==> config.mk <==
export PLATFORM = sky130hd
export DESIGN_NAME = bch_t2_seq_decoder
export DESIGN_NICKNAME = d
export VERILOG_FILES = /design/src/rtl/bch_t2_seq_decoder.sv
export SDC_FILE = /design/constraint.sdc
export NUM_CORES = 1
export LEC_CHECK = 0
export BUFFER_PORTS_ARGS = -buffer_cell sky130_fd_sc_hd__buf_2
export CORE_UTILIZATION = 50
export DETAILED_ROUTE_END_ITERATION = 8
export PLACE_DENSITY = 0.66
export SLEW_MARGIN = 5
export SYNTH_ARGS = -nofsm -noshare
export SYNTH_HDL_FRONTEND = slang
export SYNTH_SLANG_ARGS = --single-unit
==> constraint.sdc <==
create_clock -name clk -period 6.7 [get_ports clk]
set_input_delay 1.005 -clock clk [delete_from_list [all_inputs] [get_ports clk]]
set_output_delay 1.005 -clock clk [all_outputs]
set_load 0.005 [all_outputs]
==> src/rtl/bch_t2_seq_decoder.sv <==
// Serial double-error-correcting binary BCH decoder over GF(2^M), N = 2^M-1.
// Horner syndromes, closed-form t=2 locator, serial Chien search; one word in flight.
module bch_t2_seq_decoder #(
    parameter int                M         = 4,
    parameter logic [M:0]        PRIM_POLY = 5'b10011,
    parameter int                K         = 7,
    parameter logic [2**M-1-K:0] GEN_POLY  = 9'b111010001
) (
    input  logic            clk,
    input  logic            rst_n,
    input  logic            in_valid,
    output logic            in_ready,
    input  logic [2**M-2:0] in_data,
    output logic            out_valid,
    input  logic            out_ready,
    output logic [2**M-2:0] out_data,
    output logic [K-1:0]    out_msg,
    output logic [1:0]      out_err_cnt,
    output logic            out_fail,
    output logic [2:0]      dbg_state
);
    // Handshakes: a transfer happens on a rising edge where valid and ready are both high;
    // in_ready is high only in IDLE, and out_* hold steady while out_valid waits for out_ready.

    localparam int N   = 2**M - 1;
    localparam int PAR = $bits(GEN_POLY) - 1;
    localparam logic [M-1:0] GF_ONE   = M'(1);
    localparam logic [M-1:0] CNT_LAST = M'(N - 1);
    localparam logic [M-1:0] CNT_END  = M'(N);

    function automatic logic [M-1:0] gf_mul(input logic [M-1:0] a, input logic [M-1:0] b);
        logic [M-1:0] acc;
        logic [M-1:0] x;
        acc = '0;
        x   = a;
        for (int i = 0; i < M; i++) begin
            if (b[i]) acc = acc ^ x;
            x = x[M-1] ? ((x << 1) ^ PRIM_POLY[M-1:0]) : (x << 1);
        end
        return acc;
    endfunction

    // a^(2^M-2) = product of a^(2^j), j = 1..M-1; maps 0 to 0.
    function automatic logic [M-1:0] gf_inv(input logic [M-1:0] a);
        logic [M-1:0] sq;
        logic [M-1:0] acc;
        sq  = a;
        acc = GF_ONE;
        for (int j = 1; j < M; j++) begin
            sq  = gf_mul(sq, sq);
            acc = gf_mul(acc, sq);
        end
        return acc;
    endfunction

    localparam logic [M-1:0] ALPHA1  = M'(2);
    localparam logic [M-1:0] ALPHA3  = gf_mul(gf_mul(ALPHA1, ALPHA1), ALPHA1);
    localparam logic [M-1:0] ALPHA_I1 = gf_inv(ALPHA1);
    localparam logic [M-1:0] ALPHA_I2 = gf_mul(ALPHA_I1, ALPHA_I1);

    typedef enum logic [2:0] {
        S_IDLE  = 3'd0,
        S_SYND  = 3'd1,
        S_SOLVE = 3'd2,
        S_CHIEN = 3'd3,
        S_OUT   = 3'd4
    } state_t;

    state_t         state_q;
    logic [N-1:0]   buf_q, raw_q, out_data_q;
    logic [M-1:0]   s1_q, s3_q, t1_q, t2_q, cnt_q;
    logic [1:0]     roots_q, exp_q, out_err_q;
    logic           fail_q, in_ready_q, out_valid_q, out_fail_q;

    logic [M-1:0]   s1_cube, sig2_calc;
    logic           root_hit, synd_bit;

    always_comb begin
        s1_cube   = gf_mul(gf_mul(s1_q, s1_q), s1_q);
        sig2_calc = gf_mul(s3_q ^ s1_cube, gf_inv(s1_q));
        root_hit  = ((t1_q ^ t2_q) == GF_ONE);
        synd_bit  = buf_q[CNT_LAST - cnt_q];
    end

    always_ff @(posedge clk or negedge rst_n) begin
        if (!rst_n) begin
            state_q     <= S_IDLE;
            buf_q       <= '0;
            raw_q       <= '0;
            s1_q        <= '0;
            s3_q        <= '0;
            t1_q        <= '0;
            t2_q        <= '0;
            cnt_q       <= '0;
            roots_q     <= '0;
            exp_q       <= '0;
            fail_q      <= 1'b0;
            in_ready_q  <= 1'b1;
            out_valid_q <= 1'b0;
            out_data_q  <= '0;
            out_err_q   <= '0;
            out_fail_q  <= 1'b0;
        end else begin
            case (state_q)
                S_IDLE: begin
                    if (in_valid) begin
                        buf_q      <= in_data;
                        raw_q      <= in_data;
                        s1_q       <= '0;
                        s3_q       <= '0;
                        cnt_q      <= '0;
                        roots_q    <= '0;
                        fail_q     <= 1'b0;
                        in_ready_q <= 1'b0;
                        state_q    <= S_SYND;
                    end
                end
                S_SYND: begin
                    s1_q <= gf_mul(s1_q, ALPHA1) ^ {{(M-1){1'b0}}, synd_bit};
                    s3_q <= gf_mul(s3_q, ALPHA3) ^ {{(M-1){1'b0}}, synd_bit};
                    if (cnt_q == CNT_LAST) begin
                        cnt_q   <= '0;
                        state_q <= S_SOLVE;
                    end else begin
                        cnt_q <= cnt_q + GF_ONE;
                    end
                end
                S_SOLVE: begin
                    // Locator 1 + sig1*x + sig2*x^2 is loaded straight into the Chien terms.
                    if (s1_q == '0) begin
                        exp_q  <= 2'd0;
                        fail_q <= (s3_q != '0);
                        t1_q   <= '0;
                        t2_q   <= '0;
                    end else if (s3_q == s1_cube) begin
                        exp_q <= 2'd1;
                        t1_q  <= s1_q;
                        t2_q  <= '0;
                    end else begin
                        exp_q <= 2'd2;
                        t1_q  <= s1_q;
                        t2_q  <= sig2_calc;
                    end
                    state_q <= S_CHIEN;
                end
                S_CHIEN: begin
                    if (cnt_q == CNT_END) begin
                        if (fail_q || (roots_q != exp_q)) begin
                            out_data_q <= raw_q;
                            out_fail_q <= 1'b1;
                            out_err_q  <= 2'd0;
                        end else begin
                            out_data_q <= buf_q;
                            out_fail_q <= 1'b0;
                            out_err_q  <= roots_q;
                        end
                        out_valid_q <= 1'b1;
                        state_q     <= S_OUT;
                    end else begin
                        if (root_hit) begin
                            buf_q[cnt_q] <= ~buf_q[cnt_q];
                            roots_q      <= roots_q + 2'd1;
                        end
                        t1_q  <= gf_mul(t1_q, ALPHA_I1);
                        t2_q  <= gf_mul(t2_q, ALPHA_I2);
                        cnt_q <= cnt_q + GF_ONE;
                    end
                end
                S_OUT: begin
                    if (out_ready) begin
                        out_valid_q <= 1'b0;
                        in_ready_q  <= 1'b1;
                        state_q     <= S_IDLE;
                    end
                end
                default: state_q <= S_IDLE;
            endcase
        end
    end

    assign in_ready    = in_ready_q;
    assign out_valid   = out_valid_q;
    assign out_data    = out_data_q;
    assign out_msg     = out_data_q[N-1:PAR];
    assign out_err_cnt = out_err_q;
    assign out_fail    = out_fail_q;
    assign dbg_state   = state_q;

endmodule
Word level (Yosys, flattened, before mapping):

Index checks and enable logic that the tools add are counted.

* add/sub/neg operators: 3
* mux-type cells: 113
* order comparisons: 3
* reductions and logical operators: 22
* eq/ne operators: 16
* bitwise operators: 59

Operator list (number)
* 4-bit 2-to-1 mux: 45
* 4-bit XOR: 26
* 2-bit 2-to-1 mux: 34
* 15-bit 2-to-1 mux: 4
* 2-bit NOT: 27
* 4-bit one-hot mux with 2 select lines: 4
* 15-bit one-hot mux with 2 select lines: 1
* 15-bit bitwise mux: 1
* 3-bit 2-to-1 mux: 5
* 3-bit one-hot mux with 5 select lines: 1
* 2-bit inequality test, second input constant: 7
* 4-bit one-hot mux with 3 select lines: 1
* 3-bit AND reduction: 4
* 2-bit nonzero test: 6
* 4-bit by 5-bit less-than comparator with 1-bit output, second input constant: 2
* 1-bit 2-to-1 mux: 10
* 1-bit binary-select mux with 4-bit select: 2
* 4-bit == test, second input constant: 2
* 2-bit AND reduction: 4
* 4-bit AND reduction: 2
* 4-bit by 1-bit XOR with 4-bit output: 2
* 3-bit by 2-bit == test with 1-bit output, second input constant: 2
* 1-bit one-hot mux with 2 select lines: 3
* 4-bit by 1-bit adder with 4-bit output, second input constant: 1
* other kinds (18): 20

* output and inout bits: 30
* register bits: 78
* bits of input ports: 19
* word-level logic and storage cells: 232

Depth between registers and ports, before layout:

* depth after elaboration: 41
* gate-level depth with buffers: 25
* depth with buffers taken out: 22

Worst setup path before layout:

Ideal clock, no wire load.

* kind: flip-flop to flip-flop
* from: register s1_q[3]
* to: register t2_q[0]
* period minus slack after synthesis: 5.491 ns
* library setup time: 0.127 ns
* path slack: 1.209 ns
* required time: 6.573 ns
* data arrival time: 5.364 ns
* stages on the path, launching flop included: 26
* buffers on the path: 3
* path through: dfrtp_1 -> ha_1 -> buf_2 -> xnor2_1 -> o211a_1 -> and2_1 -> buf_2 -> ha_1 -> clkbuf_1 -> xnor3_1 -> nand2b_1 -> o21ai_1 -> xnor2_1 -> ha_1 -> inv_1 -> nor3_1 -> mux2_2 -> or4_1 -> nand2_2 -> mux2i_1 -> a2bb2oi_1 -> xor2_1 -> nor2b_1 -> xnor2_1 -> xnor2_1 -> o21ai_1

* cells in the longest elaborated chain, start to end: 38
* elaborated cells on any way between the ends: 89
* those cells by class: eq/ne: 1; mux: 52; bitwise: 35; reduce/logical: 1

Ends and longest elaborated chain
* start: declaration: line 71 `logic [M-1:0] s1_q, s3_q, t1_q, t2_q, cnt_q;`
* start signal: assignment: line 119 `s1_q <= gf_mul(s1_q, ALPHA1) ^ {{(M-1){1'b0}}, synd_bit};`
* 2-bit 2-to-1 mux or 4-bit 2-to-1 mux (tied branches): line 38, 37
* 4-bit XOR: line 37 `if (b[i]) acc = acc ^ x;`
* 4-bit 2-to-1 mux: line 37
* 4-bit XOR: line 37
* 4-bit 2-to-1 mux: line 37
* 4-bit XOR: line 37
* 4-bit 2-to-1 mux: line 37
* 4-bit 2-to-1 mux or 2-bit 2-to-1 mux (tied branches): line 37, 38
* [22 not listed]
* 4-bit 2-to-1 mux: line 37
* 4-bit XOR: line 37
* 4-bit 2-to-1 mux: line 37
* 4-bit XOR: line 37
* 4-bit 2-to-1 mux: line 37
* 4-bit 2-to-1 mux: line 135 `end else if (s3_q == s1_cube) begin`
* 4-bit 2-to-1 mux *: line 130 `if (s1_q == '0) begin`
* 4-bit one-hot mux with 2 select lines *: line 104 `case (state_q)`
* end signal: assignment: line 142 `t2_q <= sig2_calc;`
* end signal: assignment: line 165 `t2_q <= gf_mul(t2_q, ALPHA_I2);`
* end: declaration: line 71

Every way passes the cells marked *; elsewhere a longest branch is shown, timed or not.
A chain may end at the register's enable or synchronous reset.

Worst setup path in the final report:

* from: register s1_q[0]
* to: register t2_q[2]

* cells in the longest elaborated chain, start to end: 38
* elaborated cells on any way between the ends: 89
* those cells by class: eq/ne: 1; mux: 50; bitwise: 37; reduce/logical: 1

Ends and longest elaborated chain (line)
* 4-bit 2-to-1 mux: 37
* 4-bit XOR: 37
* 4-bit 2-to-1 mux: 37
* 4-bit XOR: 37
* 4-bit 2-to-1 mux: 37
* 4-bit XOR: 37
* 4-bit 2-to-1 mux: 37
* 4-bit 2-to-1 mux or 2-bit 2-to-1 mux (tied branches): 37, 38
* [22 not listed]
* 4-bit 2-to-1 mux: 37
* 4-bit XOR: 37
* 4-bit 2-to-1 mux: 37
* 4-bit XOR: 37
* 4-bit 2-to-1 mux: 37
* 4-bit 2-to-1 mux: 135
* 4-bit 2-to-1 mux *: 130
* 4-bit one-hot mux with 2 select lines *: 104

Marked as above.

==> summary.md <==
| Metric | Value |
|---|---|
| Outcome | complete, but fails checks |
| Failing checks | design-rule violations |
| R2R Setup Slk | roughly 600 ps |
| EDFF count, synth | 0 |
| Final setup violating endpoints | 0 |
| Slew Limit Fails | 0 |
| RSZ-0062 raised after global routing | no |
| Setup TNS | 0 ps |
| CP Capture Type | flip-flop |
| H-Tree Level Count | 3 |
| GRT overflow | 0 |
| Synthesized instance count | just over 700 |
| Site Rows | 39 |
| Worst EP arrival | 6310 ps |
| Mean Syn Cell Area | approximately 8.5 um2 |
| CP Buf/Inv Count | 1 |
| Clock root buffer | clkbuf_16 |
| Chip width | 112 um |
| Critical Path End | t2_q[2]$_DFFE_PN0P_ |
| Via-to-Cell Ratio | about 5.9 |
| NumNets Final | ~760 |
| Syn nets | around 750 |
| CTS tree | built |
| Distinct cells, synth | roughly 70 |
| FF-to-FF End | t2_q[2]$_DFFE_PN0P_ |
| Global Route Usage Sum | 0.234 |
| Max-cap violation count | 0 |
| CP top delay family | XOR/XNOR gates |
| Postcts setup bufs | 0 |
| Post-route ant nets | 0 |
| Crit. Startpoint | s1_q[0]$_DFFE_PN0P_ |
| Clock Pin Slew Worst Setup and Hold Paths | about 60 ps |
| FF-to-FF path depth | 22 |
| Hold Violations, Final | 0 |
| RR Startpoint | s1_q[0]$_DFFE_PN0P_ |
| Synthesis Warnings | 0 |
| Antenna violations before repair | 0 |
| Netlist Area Pre-Place | 6030 um2 |
| Total Die Area | approximately 12000 um2 |
| Detailed Place HPWL | 10300 um |
| Die Ht | approximately 110 um |
| 1st-iter DRT viols | ~330 |
| WP data required | between 6000 and 7000 ps |
| Minimum clock period | between 6000 and 7000 ps |
| Wire per inst | 16.5 um |
| Slew margin rel. | 0.243 |
| CP Max Fanout | 14 |
| Register area share after synthesis | 0.324 |
| Max Clock Skew | roughly 5.3 ps |
| Synth Flop Type | dfrtp_1 |
| CP dominant cell by count | xnor2_1 |
| Starting Density | 0.521 |
| Vias in the first global route | ~4900 |
| Placer Congestion | just under 0.9 |
| DRC Markers | 6 |
| Port Buffer Count | 48 |
| CORE AREA | approximately 12000 um2 |
| Critical path startpoint category | flip-flop |
| CTS Sinks | 78 |
| Fmax | 164 MHz |
| Cts repair resizes | 0 |
| Slowest CP cell | ha_1 |
| CTS Buf Count | 9 |
| Levels on crit path | 22 |
| Ant. Diodes | 0 |
| Layout cell share with drive strength beyond 1 | 0.159 |
| # hold bufs at CTS | 0 |
| Clk buf depth | 2 |
| Critical path type | flip-flop to flip-flop |
| First-pass GRT wire length | roughly 24000 um |
| Largest net degree at the start of global routing | approximately 80 |
| Ys async rst share | 1.00 |
| Drt first pass iters | 9 |
| Worst path max stage delay | about 590 ps |
| Clock Latency Late Sink | ~340 ps |
| Routed vias | 5163 |
| WL final | 14400 um |
| Synth-to-layout area growth | 8.62% |
| Tightest Pin Transition | around 1100 ps |
| HP Class | flip-flop to flip-flop |
| CP Cell Sequence | ha_1 -> xnor2_1 -> o211a_1 -> and2_1 -> ha_1 -> xnor3_1 -> nand2b_1 -> o21ai_1 -> xnor2_1 -> ha_1 -> inv_1 -> nor3_1 -> mux2_2 -> or4_1 -> nand2_2 -> mux2i_1 -> a2bb2oi_1 -> xor2_1 -> o21ai_1 -> xnor2_1 -> xnor2_1 -> o21ai_1 |
| Top Ports | just under 50 |
| Fin crit share | 0.910 |
| Yosys reg bits | ~80 |
## tightest hold or removal path, delay by kind of cell, from the launching register on
family             cells  cell delay [ps]
and+or+nand+nor        1               40
AOI/OAI and AO/OA      1               60
DFF                    1              330
## layout by cell type (no fill, tap or decap), types with 4 or more instances in the layout
master       n
nand2_1    132
dfrtp_1     77
o21ai_0     56
a21oi_1     48
buf_2       47
xnor2_1     42
nor2_1      35
mux2i_1     25
mux2_2      20
xor2_1      17
o22ai_1     17
nand3_1     15
ha_1        15
inv_1       11
nand4_1     10
nor3_1       9
nor2b_1      9
clkbuf_16    9
a211oi_1     8
o211ai_1     7
o31ai_1      7
mux4_2       7
buf_4        7
nand2b_1     6
a22oi_1      5
o211a_1      5
o21ai_1      5
or3_1        4
and2_1       4
## metal layers
layer  part of all wire  vias to the layer above  GRT usage
li1                   -                     2535          -
met1               0.44                     2478      0.286
met2               0.50                      127      0.424
met3              0.036                       23     0.0245
met4              0.024                        0     0.0910
met5                  0                        -          0
## state kept, by name (all words and copies together) (netlist names)
signal	flops
s1_q	4
exp_q	2
buf_q	15
s3_q	4
out_fail	1
cnt_q	4
out_err_cnt	2
t2_q	4
in_ready	1
fail_q	1
out_data	15
raw_q	15
dbg_state	3
t1_q	4
roots_q	2
out_valid	1
## worst min-delay path by stage
stage	end	slack, ps	depth (start not counted)	startpoint
after floorplan	exp_q[0]$_DFFE_PN0P_	460	2	exp_q[0]$_DFFE_PN0P_
after global placement	out_valid$_DFFE_PN0P_	460	2	out_valid$_DFFE_PN0P_
after detailed placement	out_data[1]$_DFFE_PN0P_	470	2	out_data[1]$_DFFE_PN0P_
after CTS	out_fail$_DFFE_PN0P_	480	2	out_fail$_DFFE_PN0P_
after global routing	out_valid$_DFFE_PN0P_	500	2	out_valid$_DFFE_PN0P_
final	out_data[2]$_DFFE_PN0P_	470	2	out_data[2]$_DFFE_PN0P_
## kinds of logic (layout without fill, tap and decap cells)
logic type,Yosys count,count (layout),synth area share
compound gates,181,181,0.183
xor+xnor,66,66,0.111
fa+ha+maj,15,15,0.0311
buf+inv,65,83,0.0475
flops,78,78,0.324
mux,55,55,0.112
simple gates,252,252,0.191
## through the flow
step / hold slack [ps] / utilization / instance area [um2] / setup slack [ps] / std cells
final: 470 / 0.566 / 6550 / 604 / 873
after global routing: 495 / 0.566 / 6550 / 193 / 873
after CTS: 478 / 0.566 / 6550 / 651 / 873
after detailed placement: 465 / 0.542 / 6270 / 655 / 857
after global placement: 457 / 0.542 / 6270 / 890 / 857
after floorplan: 456 / - / 6030 / 1210 / 712
## cells in the mapped netlist, types with 4 or more instances
cell	count	area, um2
a211oi_1	8	60.1
a21oi_1	49	245
a22oi_1	5	37.5
and2_1	4	25.0
buf_1	6	22.5
buf_2	5	25.0
buf_4	7	52.6
clkbuf_1	33	124
dfrtp_1	77	1930
ha_1	15	188
inv_1	11	41.3
mux2_2	20	225
mux2i_1	25	250
mux4_2	7	158
nand2_1	132	495
nand2b_1	6	37.5
nand3_1	15	75.1
nand4_1	10	62.6
nor2_1	36	135
nor2b_1	9	56.3
nor3_1	10	50.1
o211a_1	5	50.1
o211ai_1	7	52.6
o21ai_0	56	280
o21ai_1	5	25.0
o22ai_1	17	106
o31ai_1	7	52.6
or3_1	4	25.0
xnor2_1	42	368
xor2_1	17	149
## layout make-up
cell class                 count  area [um2]
clock buffer                  10         239
clock inverter                 6        37.5
fill                        1042        5020
inverter                      13        51.3
multi-input combinational    569        3800
sequential                    78        1950
tap                          143         179
timing repair buffer          54         288
Power is not shown: default switching activity piles up to over one toggle a cycle in this logic, so the estimate is an artifact.
